`config.mk`:
```
export PLATFORM = sky130hd
export DESIGN_NAME = can_edge_stamper
export DESIGN_NICKNAME = d
export VERILOG_FILES = /design/src/rtl/can_edge_stamper.sv
export SDC_FILE = /design/constraint.sdc
export NUM_CORES = 1
export LEC_CHECK = 0
export CORE_MARGIN = 2
export CORE_UTILIZATION = 30
export DETAILED_ROUTE_END_ITERATION = 8
export PLACE_DENSITY = 0.56
export SYNTH_ARGS = -nofsm -noshare
export SYNTH_HDL_FRONTEND = slang
export SYNTH_SLANG_ARGS = --single-unit
```
`constraint.sdc`:
```
create_clock -name CLK -period 6.8 [get_ports CLK]
set_clock_uncertainty 0.1 [all_clocks]
set_input_delay 1.36 -clock CLK [delete_from_list [all_inputs] [get_ports CLK]]
set_output_delay 1.36 -clock CLK [all_outputs]
set_load 0.01 [all_outputs]
```
`src/rtl/can_edge_stamper.sv`:
```
// CAN RX edge timestamper: filters RX, stamps filtered edges with coarse+fine time, feeds a 34-bit FIFO.
// Optional drop-report words are enabled with `define CAN_STAMP_DROP_MARK_EN.
module can_edge_stamper #(
    parameter int CW   = 24,  // CW + FW must equal 32
    parameter int FW   = 8,
    parameter int FILT = 4,
    parameter int DCW  = 16
) (
    input  logic           CLK,
    input  logic           nRST,
    input  logic           RX_IN,
    input  logic           EN,
    input  logic [FW-1:0]  FINE,
    input  logic           FULL,
    output logic [33:0]    D,
    output logic           WR,
    output logic           RX_FILT,
    output logic [DCW-1:0] DROP_CNT
);
    localparam logic [3:0]  FILT_LAST = 4'(FILT - 1);
    localparam logic [33:0] MARK_WORD = {2'b01, 32'd0};

    logic          sync1, sync2, rx_prev;
    logic [3:0]    filt_cnt;
    logic [CW-1:0] coarse;
    logic [33:0]   q [2];
    logic [1:0]    q_cnt;

    logic          edge_det, wrap, rpt, pop;
    logic [33:0]   cand [4];
    logic [2:0]    n_cand, keep, n_drop;
    logic [DCW:0]  drop_sum;

    assign edge_det = EN && (RX_FILT != rx_prev);
    assign wrap     = EN && (coarse == '1);

`ifdef CAN_STAMP_DROP_MARK_EN
    logic owe;
    // Report only into an idle path so it never competes with real words.
    assign rpt = owe && (q_cnt == 2'd0) && !FULL && !edge_det && !wrap;
`else
    assign rpt = 1'b0;
`endif

    // Queued words followed by this cycle's new words, in issue order; the head may pop immediately.
    always_comb begin
        cand    = '{default: '0};
        cand[0] = q[0];
        cand[1] = q[1];
        n_cand  = {1'b0, q_cnt};
        if (edge_det) begin
            cand[n_cand[1:0]] = {RX_FILT, 1'b0, coarse, FINE};
            n_cand = n_cand + 3'd1;
        end
        if (wrap) begin
            cand[n_cand[1:0]] = MARK_WORD;
            n_cand = n_cand + 3'd1;
        end
        if (rpt) begin
            cand[0] = {2'b11, {(32-DCW){1'b0}}, DROP_CNT};
            n_cand  = 3'd1;
        end
        pop      = (n_cand != 3'd0) && !FULL;
        keep     = n_cand - {2'b00, pop};
        n_drop   = (keep > 3'd2) ? keep - 3'd2 : 3'd0;
        drop_sum = {1'b0, DROP_CNT} + (DCW+1)'(n_drop);
    end

    always_ff @(posedge CLK or negedge nRST) begin
        if (!nRST) begin
            sync1    <= 1'b1;
            sync2    <= 1'b1;
            RX_FILT  <= 1'b1;
            rx_prev  <= 1'b1;
            filt_cnt <= '0;
            coarse   <= '0;
        end else begin
            sync1   <= RX_IN;
            sync2   <= sync1;
            rx_prev <= RX_FILT;
            if (sync2 == RX_FILT) begin
                filt_cnt <= '0;
            end else if (filt_cnt == FILT_LAST) begin
                RX_FILT  <= ~RX_FILT;
                filt_cnt <= '0;
            end else begin
                filt_cnt <= filt_cnt + 4'd1;
            end
            if (EN) coarse <= coarse + 1'b1;
        end
    end

    always_ff @(posedge CLK or negedge nRST) begin
        if (!nRST) begin
            D        <= '0;
            WR       <= 1'b0;
            q[0]     <= '0;
            q[1]     <= '0;
            q_cnt    <= '0;
            DROP_CNT <= '0;
        end else begin
            WR <= pop;
            if (pop) D <= cand[0];
            q[0]  <= pop ? cand[1] : cand[0];
            q[1]  <= pop ? cand[2] : cand[1];
            q_cnt <= (keep > 3'd2) ? 2'd2 : keep[1:0];
            if (n_drop != 3'd0) DROP_CNT <= drop_sum[DCW] ? '1 : drop_sum[DCW-1:0];
        end
    end

`ifdef CAN_STAMP_DROP_MARK_EN
    always_ff @(posedge CLK or negedge nRST) begin
        if (!nRST)                owe <= 1'b0;
        else if (n_drop != 3'd0)  owe <= 1'b1;
        else if (rpt)             owe <= 1'b0;
    end
`endif

endmodule

```
==> results.yml, run 1 <==
status:
  status: "completed"
timing:
  fin_tns_setup_ns: 0
  fin_crit_sh: 0.906
  hold_viol: 0
  timing.fmax_ghz: 0.162
  min_period_ns: 6.16
  slew_headroom: 0.448
  finalSetupViolCount: 0
  worst_pin_slew_ns: 0.828
  holdWs_ns: 0.263
  report.final.slew_viol_count: 0
  rsz0062_at_grt: "false"
routing:
  vias: 5035
  drtAntennaViolNets: 0
  drc_errors: 0
  wirelength_mm: 16.2
  via_per_inst: 4.88
  drt_iter0_drc: 210
  wl_per_cell_um: 15.7
  firstDrtPassIters: 6
clock_network:
  cts_tree: "yes"
  cts_sinks: 153
  clk_pin_slew_ns: 0.06
  cts_setup_buffers: 0
  cts-root-buf: "clkbuf_16"
  clk_path_buf_depth: 2
  cts_resized: 0
  htreeDepth: 4
  clk_latency_ns: 0.43
  cts_hold_buf: 0
  cts_buffers: 17
floorplan:
  dieHeight_um: 162
  initial_core_util: 0.306
  dieArea_um2: 26100
  ioPinCount: 65
  rows: 57
  coreArea_um2: 24300
  dieWidth_um: 162
grt:
  grt_max_degree: 78
  grt_antenna_before_repair: 0
  grt_overflow: 0
  grt_pass1_wl_mm: 27.3
  track_usage: 0.130
  grt_pass1_vias: 5087
logic_synthesis:
  syn_inst: 645
  ys_warn_count: 0
  synth_seq_cells: 153
  synth_top_area_frac: 0.501
  synth_most_common_cell: "dfrtp_1"
  synthTopCellsByCount: "149 x dfrtp_1, 67 x mux2i_1, 58 x nand2_1, 48 x nor2_1, 38 x mux2_2"
  ys_types: 55
  synth_edf_count: 0
  syn_area_um2: 7450
  synth_largest_area_cell: "dfrtp_1"
  avgSynthCellArea_um2: 11.5
  synth_nets: 674
  synth_area_leaders: "dfrtp_1 50%, mux2i_1 9.0%, mux2_2 5.7%"
  async_flop_share: 1.00
  synthFlopType: "dfrtp_1"
  seq_area_frac_synth: 0.515
placement:
  gp_congestion: 0.785
  io_buffer_count: 64
  dp_hpwl_mm: 10.2
setup_path:
  crit_path_end_kind: "flip-flop"
  path_class: "in2reg"
  worstPathArrival_ns: 6.36
  worst_ep_required_time_ns: 7.00
  cp_max_fo: 6
  worstSetupStartpointType: "input pin"
pwr:
  power_density_nw_per_um2: 367
  ir_worst_vdd_mv: 0.152
  leakage_nw: 4.44
layout:
  fillers: 2410
  num-nets-final: 724
  drive_above_1_share: 0.145
  areaGrowthSynthToFinish_pct: 20.2
  utilization: 0.368
  antennaDiodeCount: 0
min_path:
  hold_class: "reg2reg"
run:
  drv_cap: 0
-- cells in the final DEF, fill, tap and decap left out, types with 2 or more instances in the layout --
cell               n
dfrtp_1          149
mux2i_1           67
clkdlybuf4s50_1   63
nand2_1           58
nor2_1            48
mux2_2            38
a22o_1            33
o31ai_1           33
xnor2_1           22
clkbuf_16         17
ha_1              15
nand3_1           13
a21oi_1           12
and3_1            11
inv_1             11
buf_4             11
xor2_1            10
nand4_1            9
o21ai_0            7
nor3_1             5
dfstp_2            4
and4_1             4
or3_1              4
a31oi_1            4
inv_6              4
clkinvlp_4         4
nand3_2            3
nand2b_1           3
a21o_1             3
mux2_1             3
inv_8              3
o2111ai_1          2
o211ai_1           2
o21a_1             2
nand4_2            2
nor2b_1            2
clkinv_2           2
-- where the power goes --
group	switching [mW]	leakage (nW)	total [mW]	internal, mW
registers	0.131	2.06	1.22	1.09
logic	0.617	2.11	1.14	0.525
clock network	0.408	0.269	0.922	0.514
total	1.16	4.44	3.29	2.13
-- state kept, by name, summed over array words and instances (netlist names) --
name      cells
filt_cnt      4
q_cnt         2
sync2         1
rx_prev       1
RX_FILT       1
DROP_CNT     16
sync1         1
D            34
q            68
coarse       24
WR            1
-- cell families (layout without fill, tap and decap cells) --
family	Yosys count	in the layout	share of synthesized area
mux	109	109	0.154
fa+ha+maj	16	16	0.0279
buf+inv	56	119	0.0360
simple gates	174	174	0.117
xor+xnor	32	32	0.0376
flops	153	153	0.515
compound gates	105	105	0.112
-- worst max-delay path, cell delays in order --
cell and delay (ns):
clkdlybuf4s50_1 0.49, nand2_1 0.16, mux2_2 0.40, ha_1 0.27, xor2_1 0.16, nor4_1 0.23
o2111ai_1 0.23, o211ai_4 0.14, inv_1 0.08, ha_1 0.20, ha_1 0.19, nor3_1 0.64
o32ai_4 0.18, o31a_2 0.19, nor2b_1 0.21, ha_1 0.26, a21o_1 0.15, a21o_1 0.18
and3_1 0.21, nand4_1 0.12, mux2_1 0.33
-- final timing paths --
path / start / end / slack (ns) / depth (start not counted)
worst max-delay path: EN / DROP_CNT[15] / 0.64 / 21
worst max register to register: RX_FILT / DROP_CNT[15] / 1.06 / 21
worst min-delay path: sync1 / sync2 / 0.26 / 0
worst min register to register: sync1 / sync2 / 0.26 / 0
min in group asynchronous: nRST / D[24] / 0.87 / 1
max in group asynchronous: nRST / D[9] / 4.69 / 2
-- per-stage QoR --
step / instances / area [um^2] / setup slack [ns] / total power, mW
after floorplan: 645 / 7450 / 0.412 / 2.05
after global placement: 1000 / 8380 / 0.355 / 2.38
after detailed placement: 1000 / 8380 / 0.169 / 2.39
after CTS: 1032 / 8950 / 0.642 / 3.33
after global routing: 1032 / 8950 / 0.263 / 3.52
final: 1032 / 8950 / 0.641 / 3.29
-- cell type report --
class	instances	area [um^2]	area share
Sequential cell	153	3830	0.428
Multi-Input combinational cell	436	3360	0.375
Tap cell	324	405	0.0453
Timing Repair Buffer	76	744	0.0832
Clock buffer	18	429	0.0480
Clock inverter	14	139	0.0155
Inverter	11	41.3	0.00461
-- layer usage --
metal / global-route usage / share of wire
met2: 0.200 / 0.45
met5: 0 / 0
met1: 0.181 / 0.49
met3: 0.0339 / 0.044
met4: 0.0402 / 0.013
(Power assumes the default switching activity.)
==> inputs of run 2 (changes only) <==
--- a/config.mk
+++ b/config.mk
@@ -8,7 +8,9 @@
 export CORE_MARGIN = 2
 export CORE_UTILIZATION = 30
 export DETAILED_ROUTE_END_ITERATION = 8
-export PLACE_DENSITY = 0.56
+export DONT_BUFFER_PORTS = 1
+export GPL_TIMING_DRIVEN = 0
+export PLACE_DENSITY = 0.53
 export SYNTH_ARGS = -nofsm -noshare
 export SYNTH_HDL_FRONTEND = slang
 export SYNTH_SLANG_ARGS = --single-unit
==> results.yml, run 2 (synthesized netlist as in run 1, its figures left out) <==
floorplan:
  dieWidth_um: 162
  coreArea_um2: 24300
  dieHeight_um: 162
  ioPinCount: 65
  initial_core_util: 0.306
  rows: 57
  dieArea_um2: 26100
timing:
  report.final.slew_viol_count: 0
  hold_viol: 0
  min_period_ns: 6.24
  worst_pin_slew_ns: 0.831
  fin_tns_setup_ns: 0
  final.setup.worst_slack_ns: 0.561
  finalSetupViolCount: 0
  rsz0062_at_grt: "false"
  slew_headroom: 0.446
  timing.fmax_ghz: 0.160
  fin_crit_sh: 0.917
  holdWs_ns: 0.258
layout:
  reg.largest.list: "q x68, D x34, coarse x24"
  drive_above_1_share: 0.180
  antennaDiodeCount: 0
  layout_commonest_cell: "dfrtp_1"
  regMostFlops: "q"
  largest_reg_flops: 68
  areaGrowthSynthToFinish_pct: 14.0
  fillers: 2418
  num-nets-final: 692
  seqCellArea_um2: 3830
  multi_input_area_um2: 3360
  utilization: 0.349
  layout_common_cells: "149 x dfrtp_1, 67 x mux2i_1, 58 x nand2_1"
routing:
  wl_met3_um: 758
  firstDrtPassIters: 4
  m1WireLength_mm: 8.25
  via_per_inst: 4.92
  wl_per_cell_um: 16.9
  drc_errors: 0
  drt_iter0_drc: 327
  drtAntennaViolNets: 0
  topRoutingLayerUsed: "met4"
  wl_met2_mm: 7.73
  wirelength_mm: 16.9
  vias: 4922
clock_network:
  cts-root-buf: "clkbuf_16"
  clk_latency_ns: 0.43
  clk_pin_slew_ns: 0.07
  clk_path_buf_depth: 2
  cts_sinks: 153
  cts_buffers: 17
  cts_tree: "yes"
  htreeDepth: 4
run:
  drv_cap: 0
setup_path:
  r2r_slack_ns: 0.68
  r2r-start: "RX_FILT"
  r2r_cells: 24
  r2r_end: "DROP_CNT[15]"
  worst_ep_required_time_ns: 7.01
  worstPathArrival_ns: 6.45
  path_class: "in2reg"
  worstSetupStartpointType: "input pin"
  crit_path_end_kind: "flip-flop"
  cp_max_fo: 19
status:
  status: "completed"
grt:
  grt_max_degree: 154
  grt_pass1_vias: 4959
  grt_antenna_before_repair: 0
  grt_pass1_wl_mm: 28.4
  grt_overflow: 0
  track_usage: 0.138
placement:
  post-place-ws_ns: -0.667
  gp_congestion: 0.735
  io_buffer_count: 0
  dp_hpwl_mm: 11.1
min_path:
  hp-start: "sync1"
  holdPathEnd: "sync2"
  hold_depth: 0
  hold_class: "reg2reg"
pwr:
  ir_worst_vdd_mv: 0.188
  leakage_nw: 4.34
  power_density_nw_per_um2: 388
==> run 2: final cells by class <==
type,count,share of cell area
plain buffers,44,0.0264
well taps,324,0.0478
clock buffers,18,0.0517
clock inverters,14,0.0212
multi-input cells,436,0.396
inverters,11,0.00487
flip-flops and latches,153,0.452
==> run 2: power breakdown <==
| part | switching, mW | total (mW) | internal, mW |
|---|---|---|---|
| logic | 0.596 | 1.04 | 0.449 |
| registers | 0.151 | 1.24 | 1.09 |
| clock network | 0.436 | 1.01 | 0.569 |
==> run 2: through the flow <==
stage | std cells | power, mW | instance area [um^2]
floorplan | 645 | 2.05 | 7450
global placement | 969 | 2.29 | 7850
detailed placement | 969 | 2.31 | 7850
CTS | 1001 | 3.33 | 8480
global route | 1000 | 3.51 | 8490
finish | 1000 | 3.29 | 8490
==> run 2: how the worst max path moves through the flow <==
stage | startpoint | end | depth (start not counted)
detailed placement | EN | DROP_CNT[15] | 25
global placement | EN | DROP_CNT[15] | 25
global route | EN | DROP_CNT[15] | 24
finish | EN | DROP_CNT[15] | 23
floorplan | EN | DROP_CNT[15] | 25
CTS | EN | DROP_CNT[15] | 25
==> run 2: layer usage <==
layer	global-route usage	vias to the layer above
met2	0.210	74
met5	0	-
li1	-	2356
met1	0.192	2477
met4	0.0365	0
met3	0.0385	15
==> run 2: timing repair <==
action | in CTS | in global routing
hold buffers | 0 | 0
gates resized for setup | 1 | 4
buffers inserted | 0 | 0
setup endpoints to repair | 8 | 15
==> run 2: worst max-delay path, cell delays in order <==
cell	delay, ns
buf_2	0.17
nand2_1	0.16
mux2_2	0.40
ha_1	0.28
xor2_1	0.16
nor4_1	0.31
o2111ai_1	0.24
o211ai_4	0.23
buf_4	0.33
inv_1	0.12
ha_1	0.21
ha_1	0.22
nor3_4	0.35
o32ai_4	0.16
o31a_2	0.16
nor2b_1	0.24
ha_1	0.28
a21o_1	0.15
a21o_1	0.18
and3_1	0.14
clkbuf_2	0.16
nand4_1	0.12
mux2_1	0.32
==> inputs of run 3 (changes only) <==
--- a/config.mk
+++ b/config.mk
@@ -5,7 +5,7 @@
 export SDC_FILE = /design/constraint.sdc
 export NUM_CORES = 1
 export LEC_CHECK = 0
-export CORE_MARGIN = 2
+export CORE_MARGIN = 5
 export CORE_UTILIZATION = 30
 export DETAILED_ROUTE_END_ITERATION = 8
 export DONT_BUFFER_PORTS = 1
==> results.yml, run 3 (synthesized netlist as in run 1, its figures left out) <==
status:
  status: "completed"
grt:
  grt_antenna_before_repair: 0
  track_usage: 0.127
  grt_pass1_wl_mm: 28.4
  grt_pass1_vias: 4994
  grt_max_degree: 154
  grt_overflow: 0
timing:
  holdWs_ns: 0.257
  worst_pin_slew_ns: 0.894
  min_period_ns: 6.36
  finalSetupViolCount: 0
  fin_crit_sh: 0.935
  fin_tns_setup_ns: 0
  timing.fmax_ghz: 0.157
  rsz0062_at_grt: "false"
  hold_viol: 0
  slew_headroom: 0.404
  final.setup.worst_slack_ns: 0.440
  report.final.slew_viol_count: 0
min_path:
  hold_class: "reg2reg"
layout:
  layout_commonest_cell: "dfrtp_1"
  final_area_um2: 8460
  fillers: 2473
  antennaDiodeCount: 0
  layout_common_cells: "149 x dfrtp_1, 67 x mux2i_1, 58 x nand2_1"
  layoutNonFillerInstCount: 1001
  largest_reg_flops: 68
  regMostFlops: "q"
  reg.largest.list: "q x68, D x34, coarse x24"
  areaGrowthSynthToFinish_pct: 13.6
  utilization: 0.347
  drive_above_1_share: 0.182
  num-nets-final: 693
placement:
  dp_hpwl_mm: 11.3
  io_buffer_count: 0
  placed_cells_incl_taps: 969
  place_area_um2: 7850
  post-place-ws_ns: -0.531
  gp_congestion: 0.720
routing:
  drc_errors: 0
  via_per_inst: 4.90
  drtAntennaViolNets: 0
  wl_per_cell_um: 17.1
  vias: 4904
  wirelength_mm: 17.1
  firstDrtPassIters: 4
  drt_iter0_drc: 254
setup_path:
  path_class: "in2reg"
  cp_slowest_cell: "mux2_1"
  cp_max_fo: 10
  crit_family: "simple AND/OR/NAND/NOR gates"
  cpMostUsedCell: "ha_1"
  crit_path_end_kind: "flip-flop"
  slowest_delay_ns: 0.33
  worstSetupStartpointType: "input pin"
  cp_num_buf_inv: 6
  worstPathArrival_ns: 6.56
  worst_ep_required_time_ns: 7.00
floorplan:
  ioPinCount: 65
  coreArea_um2: 24400
  initial_core_util: 0.305
  dieWidth_um: 168
  dieHeight_um: 168
  dieArea_um2: 28100
  rows: 57
clock_network:
  cts_setup_buffers: 0
  cts_resized: 1
  clk_path_buf_depth: 2
  cts_buffers: 17
  clk_pin_slew_ns: 0.06
  clk_latency_ns: 0.43
  cts_sinks: 153
  htreeDepth: 4
  cts-root-buf: "clkbuf_16"
  cts_tree: "yes"
  cts_hold_buf: 0
pwr:
  power_density_nw_per_um2: 383
  p_total_mw: 3.24
  leakage_nw: 4.32
  ir_worst_vdd_mv: 0.290
run:
  drv_cap: 0
run 3: worst paths after layout:
kind | start | slack [ns] | cells past startpoint | to
min in group asynchronous | nRST | 0.54 | 0 | DROP_CNT[6]
min reg2reg | sync1 | 0.26 | 0 | sync2
max | EN | 0.44 | 25 | DROP_CNT[15]
max in group asynchronous | nRST | 5.76 | 0 | q[63]
min | sync1 | 0.26 | 0 | sync2
max reg2reg | RX_FILT | 0.55 | 26 | DROP_CNT[15]
run 3: layout make-up:
type                            instances  area, um^2  share of cell area
Buffer                                 45         229              0.0271
Clock buffer                           19         453              0.0536
Clock inverter                         13         133              0.0157
Inverter                               11        41.3             0.00488
Multi-Input combinational cell        436        3360               0.398
Sequential cell                       153        3830               0.453
Tap cell                              324         405              0.0479
run 3: report_power, final:
group | internal [mW] | switching (mW) | total (mW)
clock | 0.533 | 0.417 | 0.951
combinational | 0.450 | 0.593 | 1.04
sequential | 1.09 | 0.154 | 1.24
total | 2.07 | 1.16 | 3.24
run 3: metal layers:
layer,up-vias,global-route usage,share of wire
met2,89,0.193,0.46
met3,15,0.0339,0.051
met4,0,0.0360,0.014
met1,2452,0.177,0.47
li1,2348,-,-
met5,-,0,0
